## src/rtl/alu_arbiter_if.sv

```systemverilog
// Requester-side bus of alu_arbiter: per-requester request slices plus the shared,
// ID-tagged response channel.
interface alu_arbiter_if #(
    parameter int unsigned N_REQ  = 4,
    parameter int unsigned DATA_W = 8,
    parameter int unsigned OP_W   = 4,
    parameter int unsigned RES_W  = 16
);
    localparam int unsigned ID_W = (N_REQ > 1) ? $clog2(N_REQ) : 1;

    logic [N_REQ-1:0]        req_valid;
    logic [N_REQ-1:0]        req_ready;
    logic [N_REQ*DATA_W-1:0] req_a;
    logic [N_REQ*DATA_W-1:0] req_b;
    logic [N_REQ*OP_W-1:0]   req_op;
    logic                    rsp_valid;
    logic [ID_W-1:0]         rsp_id;
    logic [RES_W-1:0]        rsp_data;

    modport master (
        output req_valid, req_a, req_b, req_op,
        input  req_ready, rsp_valid, rsp_id, rsp_data
    );

    modport slave (
        input  req_valid, req_a, req_b, req_op,
        output req_ready, rsp_valid, rsp_id, rsp_data
    );
endinterface

```

## src/rtl/alu_arbiter.sv

```systemverilog
// Round-robin scheduler sharing one fixed-latency ALU among N_REQ requesters,
// with one outstanding operation per requester and ID-tagged responses.
module alu_arbiter #(
    parameter int unsigned N_REQ   = 4,
    parameter int unsigned DATA_W  = 8,
    parameter int unsigned OP_W    = 4,
    parameter int unsigned RES_W   = 16,
    parameter int unsigned ALU_LAT = 1
) (
    input  logic              clk,
    input  logic              rst_n,
    alu_arbiter_if.slave      bus,
    input  logic              arb_hold,
    output logic              alu_en,
    output logic [DATA_W-1:0] alu_a,
    output logic [DATA_W-1:0] alu_b,
    output logic [OP_W-1:0]   alu_op,
    input  logic [RES_W-1:0]  alu_out,
    output logic              busy
);
    localparam int unsigned ID_W   = (N_REQ > 1) ? $clog2(N_REQ) : 1;
    localparam int unsigned PIPE_W = ALU_LAT * ID_W;

    typedef enum logic [1:0] {
        ST_IDLE   = 2'd0,
        ST_ACTIVE = 2'd1,
        ST_DRAIN  = 2'd2
    } state_t;

    state_t                          state, state_nxt;
    logic [N_REQ-1:0]                pending, pending_nxt;
    logic [N_REQ-1:0]                grant;
    logic [ID_W-1:0]                 rr_ptr;
    logic [ID_W-1:0]                 grant_id;
    logic [ID_W-1:0]                 scan_idx;
    logic [ID_W-1:0]                 issue_id;
    logic                            hs;
    logic [ALU_LAT-1:0]              rsp_vld_pipe;
    logic [ALU_LAT-1:0][ID_W-1:0]    rsp_id_pipe;
    logic                            rsp_valid;
    logic [ID_W-1:0]                 rsp_id;

    assign rsp_valid = rsp_vld_pipe[ALU_LAT-1];
    assign rsp_id    = rsp_id_pipe[ALU_LAT-1];

    // First eligible requester at or after rr_ptr; ready already implies valid,
    // so any grant is a handshake.
    always_comb begin : grant_search
        grant    = '0;
        grant_id = '0;
        scan_idx = '0;
        hs       = 1'b0;
        for (int unsigned off = 0; off < N_REQ; off++) begin
            scan_idx = ID_W'((32'(rr_ptr) + off) % N_REQ);
            if (!hs && rst_n && !arb_hold && bus.req_valid[scan_idx] && !pending[scan_idx]) begin
                hs       = 1'b1;
                grant_id = scan_idx;
            end
        end
        if (hs) begin
            grant[grant_id] = 1'b1;
        end
    end

    always_comb begin : pending_update
        pending_nxt = pending;
        if (rsp_valid) begin
            pending_nxt[rsp_id] = 1'b0;
        end
        if (hs) begin
            pending_nxt[grant_id] = 1'b1;
        end
    end

    always_comb begin : fsm_next
        state_nxt = state;
        unique case (state)
            ST_IDLE: begin
                if (hs) state_nxt = ST_ACTIVE;
            end
            ST_ACTIVE: begin
                if (pending_nxt == '0) state_nxt = ST_IDLE;
                else if (arb_hold)     state_nxt = ST_DRAIN;
            end
            ST_DRAIN: begin
                if (pending_nxt == '0) state_nxt = ST_IDLE;
                else if (!arb_hold)    state_nxt = ST_ACTIVE;
            end
            default: state_nxt = ST_IDLE;
        endcase
    end

    // alu_en doubles as the valid of issue_id, the stage ahead of the response pipe.
    always_ff @(posedge clk or negedge rst_n) begin : seq
        if (!rst_n) begin
            state        <= ST_IDLE;
            pending      <= '0;
            rr_ptr       <= '0;
            alu_en       <= 1'b0;
            alu_a        <= '0;
            alu_b        <= '0;
            alu_op       <= '0;
            issue_id     <= '0;
            rsp_vld_pipe <= '0;
            rsp_id_pipe  <= '0;
        end else begin
            state        <= state_nxt;
            pending      <= pending_nxt;
            alu_en       <= hs;
            rsp_vld_pipe <= (rsp_vld_pipe << 1) | ALU_LAT'(alu_en);
            rsp_id_pipe  <= (rsp_id_pipe << ID_W) | PIPE_W'(issue_id);
            if (hs) begin
                rr_ptr   <= ID_W'((32'(grant_id) + 1) % N_REQ);
                alu_a    <= bus.req_a[grant_id*DATA_W +: DATA_W];
                alu_b    <= bus.req_b[grant_id*DATA_W +: DATA_W];
                alu_op   <= bus.req_op[grant_id*OP_W +: OP_W];
                issue_id <= grant_id;
            end
        end
    end

    assign busy          = (state != ST_IDLE);
    assign bus.req_ready = grant;
    assign bus.rsp_valid = rsp_valid;
    assign bus.rsp_id    = rsp_id;
    assign bus.rsp_data  = rsp_valid ? alu_out : '0;
endmodule

```

## src/flat_wrapper.sv

```systemverilog
// flat-port wrapper written by rule: the top's interface ports become plain ports
module alu_arbiter_flat 
#(
    parameter int unsigned N_REQ   = 4,
    parameter int unsigned DATA_W  = 8,
    parameter int unsigned OP_W    = 4,
    parameter int unsigned RES_W   = 16,
    parameter int unsigned ALU_LAT = 1
)
  (clk, rst_n, arb_hold, alu_en, alu_a, alu_b, alu_op, alu_out, busy, bus_req_valid, bus_req_a, bus_req_b, bus_req_op, bus_req_ready, bus_rsp_valid, bus_rsp_id, bus_rsp_data);
  alu_arbiter_if #(.N_REQ(N_REQ), .DATA_W(DATA_W), .OP_W(OP_W), .RES_W(RES_W)) bus_i ();
  input  logic clk;
  input  logic rst_n;
  input  logic arb_hold;
  output logic alu_en;
  output logic [DATA_W-1:0] alu_a;
  output logic [DATA_W-1:0] alu_b;
  output logic [OP_W-1:0] alu_op;
  input  logic [RES_W-1:0] alu_out;
  output logic busy;
  input wire logic [$bits(bus_i.req_valid)-1:0] bus_req_valid;
  input wire logic [$bits(bus_i.req_a)-1:0] bus_req_a;
  input wire logic [$bits(bus_i.req_b)-1:0] bus_req_b;
  input wire logic [$bits(bus_i.req_op)-1:0] bus_req_op;
  output wire logic [$bits(bus_i.req_ready)-1:0] bus_req_ready;
  output wire logic [$bits(bus_i.rsp_valid)-1:0] bus_rsp_valid;
  output wire logic [$bits(bus_i.rsp_id)-1:0] bus_rsp_id;
  output wire logic [$bits(bus_i.rsp_data)-1:0] bus_rsp_data;
  assign bus_i.req_valid = bus_req_valid;
  assign bus_i.req_a = bus_req_a;
  assign bus_i.req_b = bus_req_b;
  assign bus_i.req_op = bus_req_op;
  assign bus_req_ready = bus_i.req_ready;
  assign bus_rsp_valid = bus_i.rsp_valid;
  assign bus_rsp_id = bus_i.rsp_id;
  assign bus_rsp_data = bus_i.rsp_data;
  alu_arbiter #(.N_REQ(N_REQ), .DATA_W(DATA_W), .OP_W(OP_W), .RES_W(RES_W), .ALU_LAT(ALU_LAT)) u_core (.clk(clk), .rst_n(rst_n), .bus(bus_i), .arb_hold(arb_hold), .alu_en(alu_en), .alu_a(alu_a), .alu_b(alu_b), .alu_op(alu_op), .alu_out(alu_out), .busy(busy));
endmodule
```

## config.mk

```make
export PLATFORM = sky130hd
export DESIGN_NAME = alu_arbiter_flat
export DESIGN_NICKNAME = d
export VERILOG_FILES = /design/src/rtl/alu_arbiter_if.sv /design/src/rtl/alu_arbiter.sv /design/src/flat_wrapper.sv
export SDC_FILE = /design/constraint.sdc
export NUM_CORES = 1
export LEC_CHECK = 0
export CAP_MARGIN = 5
export CORE_AREA = 2 2 86 88
export DETAILED_ROUTE_END_ITERATION = 7
export DIE_AREA = 0 0 88 90
export PLACE_DENSITY = 0.75
export SLEW_MARGIN = 25
export SYNTH_ARGS = -nofsm -noshare
export SYNTH_HDL_FRONTEND = slang
export SYNTH_SLANG_ARGS = --single-unit
```

## constraint.sdc

```tcl
create_clock -name clk -period 2.1 [get_ports clk]
set_input_delay 0.21 -clock clk [delete_from_list [all_inputs] [get_ports clk]]
set_output_delay 0.21 -clock clk [all_outputs]
set_load 0.1 [all_outputs]
```

==> flow_metrics.env <==
export IMPL_drt_iter0_markers=99
export IMPL_wirelength_um=7770
export IMPL_relSlewSlack_pct=69.9
export IMPL_fp_dieW_um=88
export IMPL_gp_congestion=0.745
export IMPL_violations="negative setup slack"
export IMPL_pin_count=148
export IMPL_p_per_area_nw_per_um2=1390
export IMPL_r2r_end="u_core.alu_a[2]$_DFFE_PN0N_"
export IMPL_required_ns=1.89
export IMPL_period_share_pct=112
export IMPL_ys_warnings_count=0
export IMPL_cts_tree="yes"
export IMPL_min_from="u_core.issue_id[1]$_DFFE_PN0N_"
export IMPL_core_area_um2=7020
export IMPL_grt_pass1_vias=2588
export IMPL_synthArstFlopShare_pct=100
export IMPL_grt_start_max_net_pins=35
export IMPL_hp_class="reg -> reg"
export IMPL_yosysTopAreaCell="dfrtp_1"
export IMPL_crit_arrival_ns=2.14
export IMPL_irDropWorstVdd_uv=837
export IMPL_ys_seq_elements=34
export IMPL_outcome="finished with violations"
export IMPL_setup_viol=23
export IMPL_finalInstanceArea_um2=4490
export IMPL_syn_area_per_cell_um2=11.0
export IMPL_clock_skew_ns=0.00167
export IMPL_synth_edff_count=0
export IMPL_synth_area_top_cells="dfrtp_1 39%, mux2_4 9.7%, a221o_1 9.2%, a32o_1 8.8%, and2_1 5.5%"
export IMPL_htree_num_levels=2
export IMPL_cp_startpoint="u_core.rr_ptr[1]$_DFFE_PN0N_"
export IMPL_r2r_slack_ns=-0.21
export IMPL_die_h_um=90
export IMPL_syn_to_final_growth_pct=106
export IMPL_vias_per_cell=5.00
export IMPL_nNetsFinal=491
export IMPL_syn_nets=301
export IMPL_final_layout_size_suffix_gt1_share_pct=41.6
export IMPL_ys_seq_area_share_pct=39.1
export IMPL_drc=0
export IMPL_antenna_found_initial=0
export IMPL_r2r_start="u_core.rr_ptr[1]$_DFFE_PN0N_"
export IMPL_cts_buffers=5
export IMPL_pre_cts_ws_ns=-0.429
export IMPL_overflow=0
export IMPL_hold_viol=0
export IMPL_cp_end_kind="output pin"
export IMPL_antenna_cells=0
export IMPL_final_antenna_net_count=0
export IMPL_finalMaxSlewViolations=0
export IMPL_start_util_pct=31.0
export IMPL_dieArea_um2=7920
export IMPL_critical_path_class="reg -> out"
export IMPL_yosysUniqueCellTypes=43
export IMPL_post_route_worst_setup_slack_ns=-0.245
export IMPL_synth_top_area_share_pct=39.1
export IMPL_wl_per_cell_um=15.9
export IMPL_post_route_min_period_ns=2.35
export IMPL_synth_area_um2=2170
export IMPL_io_buffers=147
export IMPL_place_area_um2=4200
export IMPL_dr_pass1_iters=4
export IMPL_dp_hpwl_um=5820
export IMPL_clock_sinks=34
export IMPL_placementRows=31
export IMPL_tns_ns=-4.13
export IMPL_tightest_slew_ns=0.451
export IMPL_path_clk_slew_ns=0.07
export IMPL_whs_ns=0.379
export IMPL_nFillCells=567
export IMPL_rr_worst_depth=8
export IMPL_critPathMaxFanout=8
export IMPL_fmax_mhz=426
export IMPL_p_leak_nw=1.96
export IMPL_maxCapViolations=0
export IMPL_grt_usage_pct=19.7
export IMPL_rsz0062_at_grt="true"
export IMPL_root_buffer="clkbuf_8"
export IMPL_vias=2442
export IMPL_synth_cells=198
export IMPL_crit_path_start_kind="register"
export IMPL_cts_path_max_buffers=2
export IMPL_ys_flop_type="dfrtp_1"
export IMPL_insertion_delay_ns=0.29
export IMPL_grt_pass1_wl_um=12100
export IMPL_endpoint="bus_req_ready[1]"
## synth_stat cells, types with 2 or more instances
| cell | n |
|---|---|
| mux2_2 | 6 |
| dfrtp_1 | 34 |
| nor2_1 | 7 |
| a21oi_1 | 5 |
| inv_1 | 3 |
| nand2b_1 | 5 |
| a32o_1 | 19 |
| a31oi_1 | 2 |
| clkbuf_1 | 9 |
| nand3_1 | 5 |
| nand2_1 | 8 |
| buf_6 | 3 |
| a221o_1 | 20 |
| mux2_4 | 14 |
| o21ai_1 | 4 |
| and2_1 | 19 |
| buf_2 | 4 |
| nor2b_2 | 3 |
| o22ai_1 | 2 |
| a21o_1 | 3 |
## flip-flops by register name, summed over array words and instances, names as in the netlist
name	cells
u_core.alu_a	8
u_core.alu_b	8
u_core.alu_op	4
u_core.pending	4
u_core.bus.rsp_id	2
u_core.issue_id	2
u_core.rr_ptr	2
u_core.state	2
u_core.alu_en	1
u_core.bus.rsp_valid	1
## through the flow
step	total power [mW]	utilization, %	std cells
finish	6.25	63.9	488
global route	6.54	63.9	488
CTS	6.25	63.5	487
detailed placement	5.55	59.8	466
global placement	5.48	59.8	466
floorplan	4.24	-	198
## cell families (layout without fill, tap and decap cells)
| kind of cell | count (synthesis) | in the layout | share of synthesized area [%] |
|---|---|---|---|
| mux | 21 | 21 | 13.2 |
| xor+xnor | 1 | 1 | 0.403 |
| flops | 34 | 34 | 39.1 |
| buf+inv | 20 | 211 | 4.89 |
| simple gates | 61 | 61 | 17.2 |
| compound gates | 60 | 60 | 24.7 |
| fa+ha+maj | 1 | 1 | 0.461 |
## how the worst min path moves through the flow
stage                                endpoint  cells after the start
3_3_place_gp      u_core.state[1]$_DFFE_PN0P_                      2
3_5_place_dp      u_core.state[0]$_DFFE_PN0P_                      2
5_1_grt        u_core.bus.rsp_id[1]$_DFF_PN0_                      0
4_1_cts        u_core.bus.rsp_id[1]$_DFF_PN0_                      0
6_report       u_core.bus.rsp_id[1]$_DFF_PN0_                      0
2_1_floorplan     u_core.alu_a[0]$_DFFE_PN0N_                      0
## worst max-delay path, cell delays in order, from the launching register on
cell and delay [ns]:
dfrtp_2 0.47, buf_4 0.15, nor3b_1 0.33, o21ai_2 0.09
and4b_2 0.30, buf_4 0.17, and2_4 0.17, buf_12 0.16
## report_power, final
part	switching, mW	internal, mW	total (mW)
Sequential	0.247	0.975	1.22
Combinational	2.91	1.60	4.51
Clock	0.257	0.264	0.521
Total	3.41	2.84	6.25
## layout make-up
class / instances / area, µm² / area share, %
repair buffers: 200 / 2100 / 46.9
multi-input cells: 144 / 1300 / 28.9
flip-flops and latches: 34 / 855 / 19.0
well taps: 99 / 124 / 2.76
clock buffers: 6 / 82.6 / 1.84
clock inverters: 2 / 12.5 / 0.279
inverters: 3 / 11.3 / 0.251
## per-layer routing
metal	GRT usage, %	share of wire, %	vias to the layer above	wire (µm)
met3	7.16	9.4	21	731
li1	-	-	1150	-
met2	33.0	48	138	3740
met1	22.3	39	1133	3060
met4	8.21	3.0	0	230
met5	0	0	-	0
## what timing repair did
| item | 4_1_cts | 5_1_grt |
|---|---|---|
| hold endpoints to repair | 34 | 0 |
| hold buffers | 1 | 0 |
| setup endpoints to repair | 26 | 25 |
| setup buffers | 12 | 1 |
| gates resized for setup | 17 | 4 |
| gates cloned | 1 | 0 |
| pin swaps | 8 | 5 |
## layout by cell type (no fill, tap or decap), drive strengths merged, types with 5 or more instances in the layout
master and instances:
a21oi 5, a221o 20, a32o 19, and2 19
buf 98, clkbuf 6, clkdlybuf4s50 101, dfrtp 34
mux2 20, nand2 8, nand2b 5, nand3 5
nor2 8, nor2b 5
(Power assumes the default switching activity.)
